===== config.mk =====
export PLATFORM = sky130hd
export DESIGN_NAME = sevenseg_scan_driver_flat
export DESIGN_NICKNAME = d
export VERILOG_FILES = /design/src/rtl/sevenseg_scan_driver_if.sv /design/src/rtl/sevenseg_scan_driver.sv /design/src/flat_wrapper.sv
export SDC_FILE = /design/constraint.sdc
export NUM_CORES = 1
export LEC_CHECK = 0
export CORE_UTILIZATION = 25
export CTS_CLUSTER_SIZE = 8
export DETAILED_ROUTE_END_ITERATION = 8
export HOLD_SLACK_MARGIN = 0.06
export PLACE_DENSITY_LB_ADDON = 0.1
export SLEW_MARGIN = 20
export SYNTH_ARGS = -nofsm -noshare
export SYNTH_HDL_FRONTEND = slang
export SYNTH_SLANG_ARGS = --single-unit

===== constraint.sdc =====
create_clock -name clk -period 2.2 [get_ports clk]
set_input_delay 0.33 -clock clk [delete_from_list [all_inputs] [get_ports clk]]
set_output_delay 0.33 -clock clk [all_outputs]
set_load 0.1 [all_outputs]

===== src/rtl/sevenseg_scan_driver_if.sv =====
// Display bus: BCD time and indicator inputs plus the registered drive outputs.
// The master side feeds time/indicator bytes and watches the display pins.
interface sevenseg_scan_driver_if;
  logic [7:0] secs;
  logic [7:0] mins;
  logic       leda;
  logic       ledb;
  logic       blank_lz;
  logic       blink;
  logic [6:0] seg;
  logic       dp;
  logic [3:0] an;
  logic [1:0] led;

  modport master (
    output secs, mins, leda, ledb, blank_lz, blink,
    input  seg, dp, an, led
  );

  modport slave (
    input  secs, mins, leda, ledb, blank_lz, blink,
    output seg, dp, an, led
  );
endinterface


===== src/rtl/sevenseg_scan_driver.sv =====
// 4-digit common-anode 7-segment scan driver with a frame-consistent input
// snapshot, per-slot anode dead time, colon blink and optional display blink.
module sevenseg_scan_driver #(
  parameter int SCAN_DIV     = 50000,
  parameter int DEAD         = 2,
  parameter int BLINK_FRAMES = 125
) (
  input logic                  clk,
  input logic                  resetn,
  sevenseg_scan_driver_if.slave bus
);

  localparam int PW = (SCAN_DIV > 1) ? $clog2(SCAN_DIV) : 1;
  localparam int FW = (BLINK_FRAMES > 1) ? $clog2(BLINK_FRAMES) : 1;
  localparam logic [PW-1:0] P_LAST = PW'(SCAN_DIV - 1);
  localparam logic [PW-1:0] P_DEAD = PW'(DEAD);
  localparam logic [FW-1:0] F_LAST = FW'(BLINK_FRAMES - 1);

  logic [PW-1:0] p;
  logic [1:0]    idx;
  logic [FW-1:0] f;
  logic          phase;
  logic [7:0]    snap_secs;
  logic [7:0]    snap_mins;
  logic [1:0]    snap_led;

  logic          slot_end;
  logic          frame_end;
  logic [3:0]    nib;
  logic [6:0]    seg_d;
  logic          dp_d;
  logic [3:0]    an_d;

  // Active-low segment pattern {g,f,e,d,c,b,a}; non-decimal nibbles show a dash.
  function automatic logic [6:0] decode(input logic [3:0] d);
    case (d)
      4'd0:    decode = 7'h40;
      4'd1:    decode = 7'h79;
      4'd2:    decode = 7'h24;
      4'd3:    decode = 7'h30;
      4'd4:    decode = 7'h19;
      4'd5:    decode = 7'h12;
      4'd6:    decode = 7'h02;
      4'd7:    decode = 7'h78;
      4'd8:    decode = 7'h00;
      4'd9:    decode = 7'h10;
      default: decode = 7'h3F;
    endcase
  endfunction

  assign slot_end  = (p == P_LAST);
  assign frame_end = slot_end && (idx == 2'd3);

  // Slot prescaler, digit index, frame counter and blink phase.
  always_ff @(posedge clk or negedge resetn) begin
    if (!resetn) begin
      p     <= '0;
      idx   <= '0;
      f     <= '0;
      phase <= 1'b0;
    end else begin
      p <= slot_end ? '0 : p + 1'b1;
      if (slot_end) idx <= idx + 1'b1;  // 3 -> 0 by natural wrap
      if (frame_end) begin
        f <= (f == F_LAST) ? '0 : f + 1'b1;
        if (f == F_LAST) phase <= ~phase;
      end
    end
  end

  // Inputs are captured only at the frame boundary so a frame never tears.
  always_ff @(posedge clk or negedge resetn) begin
    if (!resetn) begin
      snap_secs <= '0;
      snap_mins <= '0;
      snap_led  <= '0;
    end else if (frame_end) begin
      snap_secs <= bus.secs;
      snap_mins <= bus.mins;
      snap_led  <= {bus.leda, bus.ledb};
    end
  end

  // Next-cycle display drive from the current scan state.
  always_comb begin
    nib   = snap_secs[3:0];
    seg_d = 7'h7F;
    dp_d  = 1'b1;
    an_d  = 4'hF;
    case (idx)
      2'd0: nib = snap_secs[3:0];
      2'd1: nib = snap_secs[7:4];
      2'd2: nib = snap_mins[3:0];
      2'd3: nib = snap_mins[7:4];
      default: nib = snap_secs[3:0];
    endcase
    if (idx == 2'd3 && bus.blank_lz && snap_mins[7:4] == 4'd0)
      seg_d = 7'h7F;
    else
      seg_d = decode(nib);
    if (idx == 2'd2 && phase) dp_d = 1'b0;
    // Blink uses the live input; dead time keeps the previous digit from ghosting.
    if (p >= P_DEAD && !(bus.blink && !phase))
      an_d = ~(4'b0001 << idx);
  end

  // Registered outputs.
  always_ff @(posedge clk or negedge resetn) begin
    if (!resetn) begin
      bus.seg <= 7'h7F;
      bus.dp  <= 1'b1;
      bus.an  <= 4'hF;
      bus.led <= 2'b00;
    end else begin
      bus.seg <= seg_d;
      bus.dp  <= dp_d;
      bus.an  <= an_d;
      bus.led <= snap_led;
    end
  end

endmodule


===== src/flat_wrapper.sv =====
// flat-port wrapper written by rule: the top's interface ports become plain ports
module sevenseg_scan_driver_flat 
#(
  parameter int SCAN_DIV     = 50000,
  parameter int DEAD         = 2,
  parameter int BLINK_FRAMES = 125
)
  (clk, resetn, bus_secs, bus_mins, bus_leda, bus_ledb, bus_blank_lz, bus_blink, bus_seg, bus_dp, bus_an, bus_led);
  sevenseg_scan_driver_if bus_i ();
  input logic clk;
  input logic resetn;
  input wire logic [$bits(bus_i.secs)-1:0] bus_secs;
  input wire logic [$bits(bus_i.mins)-1:0] bus_mins;
  input wire logic [$bits(bus_i.leda)-1:0] bus_leda;
  input wire logic [$bits(bus_i.ledb)-1:0] bus_ledb;
  input wire logic [$bits(bus_i.blank_lz)-1:0] bus_blank_lz;
  input wire logic [$bits(bus_i.blink)-1:0] bus_blink;
  output wire logic [$bits(bus_i.seg)-1:0] bus_seg;
  output wire logic [$bits(bus_i.dp)-1:0] bus_dp;
  output wire logic [$bits(bus_i.an)-1:0] bus_an;
  output wire logic [$bits(bus_i.led)-1:0] bus_led;
  assign bus_i.secs = bus_secs;
  assign bus_i.mins = bus_mins;
  assign bus_i.leda = bus_leda;
  assign bus_i.ledb = bus_ledb;
  assign bus_i.blank_lz = bus_blank_lz;
  assign bus_i.blink = bus_blink;
  assign bus_seg = bus_i.seg;
  assign bus_dp = bus_i.dp;
  assign bus_an = bus_i.an;
  assign bus_led = bus_i.led;
  sevenseg_scan_driver #(.SCAN_DIV(SCAN_DIV), .DEAD(DEAD), .BLINK_FRAMES(BLINK_FRAMES)) u_core (.clk(clk), .resetn(resetn), .bus(bus_i));
endmodule

==> flow_metrics.py <==
metrics = {
    "sta": {
        "min_period_ps": 1925,
        "finalHoldViolCount": 0,
        "worstMarginPinSlew_ps": 525.8,
        "timing.final.crit_share_pct": 87.51,
        "fin_ws_ps": 274.9,
        "slew_viol_final": 0,
        "setup_tns_ps": 0,
        "setup_violations": 0,
        "max_freq_ghz": 0.5195,
        "worst_clock_skew_ps": 4.983,
        "slew_headroom_pct": 64.95,
        "rsz0062_at_grt": "false",
    },
    "critical_path": {
        "crit_arrival_ps": 2180,
        "cp-end-kind": "register",
        "critPathKind": "reg2reg",
        "rr_worst_depth": 8,
        "required_ps": 2450,
        "path_max_fanout": 8,
        "r2r_end": "u_core.bus.seg[4]$_DFF_PN1_",
        "timing.rr.start": "u_core.idx[0]$_DFFE_PN0N_",
        "critPathLaunchType": "register",
        "reg2reg_slack_ps": 270,
    },
    "hold_path": {
        "min_path_type": "reg2reg",
        "worstHoldStart": "u_core.snap_led[0]$_DFFE_PN0P_",
        "min_to": "u_core.bus.led[0]$_DFF_PN0_",
        "holdPathStages": 0,
    },
    "floorplanning": {
        "rows": 38,
        "start_util_pct": 26.11,
        "fp.dieH_um": 109.6,
        "pin_count": 36,
        "die_area_um2": 12010,
        "core_um2": 11080,
        "die_x_um": 109.6,
    },
    "clock_network": {
        "path_clk_slew_ps": 50,
        "cts.sinks": 58,
        "cts_tree": "built",
        "insertion_delay_ps": 330,
        "clock-root-buffer": "clkbuf_16",
        "cts_buffers": 9,
        "htreeDepth": 3,
        "clockBufferDepth": 2,
    },
    "final_layout": {
        "area_growth_pct": 29.45,
        "layout_common_cells": "dfrtp_1 (46), buf_4 (22), clkdlybuf4s50_1 (20), mux2_4 (18)",
        "fin_area_um2": 3745,
        "final_common_cell": "dfrtp_1",
        "drive_gt1_share_pct": 27.99,
        "nNetsFinal": 322,
        "diodes": 0,
        "stdcell_count": 433,
    },
    "power_and_ir_drop": {
        "ir_drop_mv": 0.3217,
        "swShare_pct": 22.22,
        "p_per_area_nw_per_um2": 790.0,
        "seqPwrFrac_pct": 37.9,
        "total_power_w": 0.002959,
        "clkPwrFrac_pct": 53.6,
        "switchingPower_w": 0.0006574,
        "leakagePower_nw": 1.669,
        "power_frac_comb_pct": 8.5,
        "internal_power_w": 0.002301,
    },
    "yosys": {
        "syn_avg_cell_area_um2": 12.00,
        "synth_enable_flop_cells": 0,
        "synth_cells": 241,
        "yosys_register_bits": 58,
        "yosysSeqAreaShare_pct": 50.69,
        "syn_nets": 275,
        "synthDistinctLibCells": 50,
        "synth_ff_type": "dfrtp_1",
        "ys_warn_count": 0,
        "synthArstFlopShare_pct": 100.0,
        "syn_area_um2": 2893,
    },
    "route": {
        "drt.antenna.violating_nets": 0,
        "vias": 2024,
        "vias_per_cell": 4.674,
        "drt_iter0_markers": 101,
        "drtPass1Iterations": 5,
        "drc": 0,
        "wl_per_cell_um": 14.92,
        "routed_wl_um": 6460,
    },
    "placed_design": {
        "dp_cells": 415,
        "portBuffers": 35,
        "preCtsSetupSlack_ps": 241.3,
        "gp_congestion": 0.7184,
        "place_hpwl_um": 4498,
        "place_area_um2": 3390,
    },
    "grt": {
        "antenna_found_initial": 0,
        "grt_max_degree": 39,
        "grt_usage_pct": 12.31,
        "grt_pass1_wl_um": 10870,
        "overflow": 0,
        "grt_pass1_vias": 1986,
    },
    "status": {
        "status": "complete, no violations",
    },
    "job": {
        "maxCapViolCount": 0,
    },
}
## metal layers
layer / global-route usage [%] / share of wire (%)
met1: 16.44 / 48
met3: 4.090 / 4.7
met4: 5.429 / 1.7
met2: 18.01 / 45
met5: 0 / 0
## worst max-delay path by stage
stage | startpoint | to | cells past startpoint
final | u_core.idx[0]$_DFFE_PN0N_ | u_core.bus.seg[4]$_DFF_PN1_ | 8
after global routing | u_core.idx[0]$_DFFE_PN0N_ | u_core.bus.seg[4]$_DFF_PN1_ | 8
after CTS | u_core.idx[0]$_DFFE_PN0N_ | u_core.bus.seg[4]$_DFF_PN1_ | 8
after detailed placement | u_core.idx[0]$_DFFE_PN0N_ | u_core.bus.seg[4]$_DFF_PN1_ | 8
after global placement | u_core.idx[0]$_DFFE_PN0N_ | u_core.bus.seg[4]$_DFF_PN1_ | 8
after floorplan | u_core.idx[0]$_DFFE_PN0N_ | u_core.bus.seg[4]$_DFF_PN1_ | 8
## synth_stat cells, drive strengths merged (3+ instances only)
library cell,n,area [um2]
xor2,8,70.07
mux2,20,292.8
buf,6,48.79
nand2,9,36.29
nor2,11,41.29
o21ai,7,35.03
xnor2,6,52.55
nor4,3,25.02
dfrtp,46,1151
and2,4,25.02
a22oi,4,30.03
and3,5,32.53
nand4,6,37.54
nor3,6,41.29
a21oi,6,30.03
inv,15,56.30
o41ai,3,41.29
dfstp,12,315.3
nand3,16,97.60
o31ai,9,67.56
ha,12,150.1
clkbuf,3,12.51
## critical path, cell delays in order, from the launching register on
cell and delay [ps]:
dfrtp_1 370, inv_1 110, ha_1 280, a22oi_1 210
a22o_1 260, inv_2 100, ha_1 230, and3_1 140
o21ai_0 150
## power groups by stage
stage               clock [W]  sequential [W]  combinational, W
floorplan                   0         0.00124         0.0000537
global placement            0         0.00114          0.000254
detailed placement          0         0.00114          0.000251
CTS                   0.00164         0.00112          0.000254
global route          0.00169         0.00112          0.000269
finish                0.00159         0.00112          0.000250
## final cells by class
cell class | count | area (um2)
clock inverter | 5 | 102.6
tap | 140 | 175.2
clock buffer | 11 | 232.7
timing repair buffer | 45 | 400.4
fill | 1101 | 7333
multi-input combinational | 159 | 1311
sequential | 58 | 1466
inverter | 15 | 56.30
## through the flow
step	hold WS, ps	utilization [%]
after detailed placement	344.4	30.60
final	375.6	33.80
after CTS	378.1	33.71
after global placement	359.5	30.60
after floorplan	34.41	-
after global routing	394.2	33.80
## state kept, by name, indices dropped and copies added (netlist names)
register          flops
u_core.bus.dp         1
u_core.phase          1
u_core.idx            2
u_core.bus.led        2
u_core.snap_secs      8
u_core.p             16
u_core.snap_mins      8
u_core.snap_led       2
u_core.bus.seg        7
u_core.f              7
u_core.bus.an         4
## what timing repair did
item | 4_1_cts | 5_1_grt
gates resized for setup | 0 | 2
setup buffers | 0 | 1
hold buffers | 1 | 0
hold endpoints to repair | 19 | 0
endpoints found under the setup margin | 0 | 1
## kinds of logic (layout without fill, tap and decap cells)
group                    after synthesis  after routing  synth area share [%]
XOR/XNOR                              14             14                 4.239
adder cells (fa/ha/maj)               12             12                 5.190
flip-flops                            58             58                 50.69
AND/OR/NAND/NOR                       67             67                 13.54
AO/OA/AOI/OAI                         44             44                 11.46
multiplexers                          22             22                 10.81
buffers and inverters                 24             76                 4.065
Power figures use the tool's default switching activity.
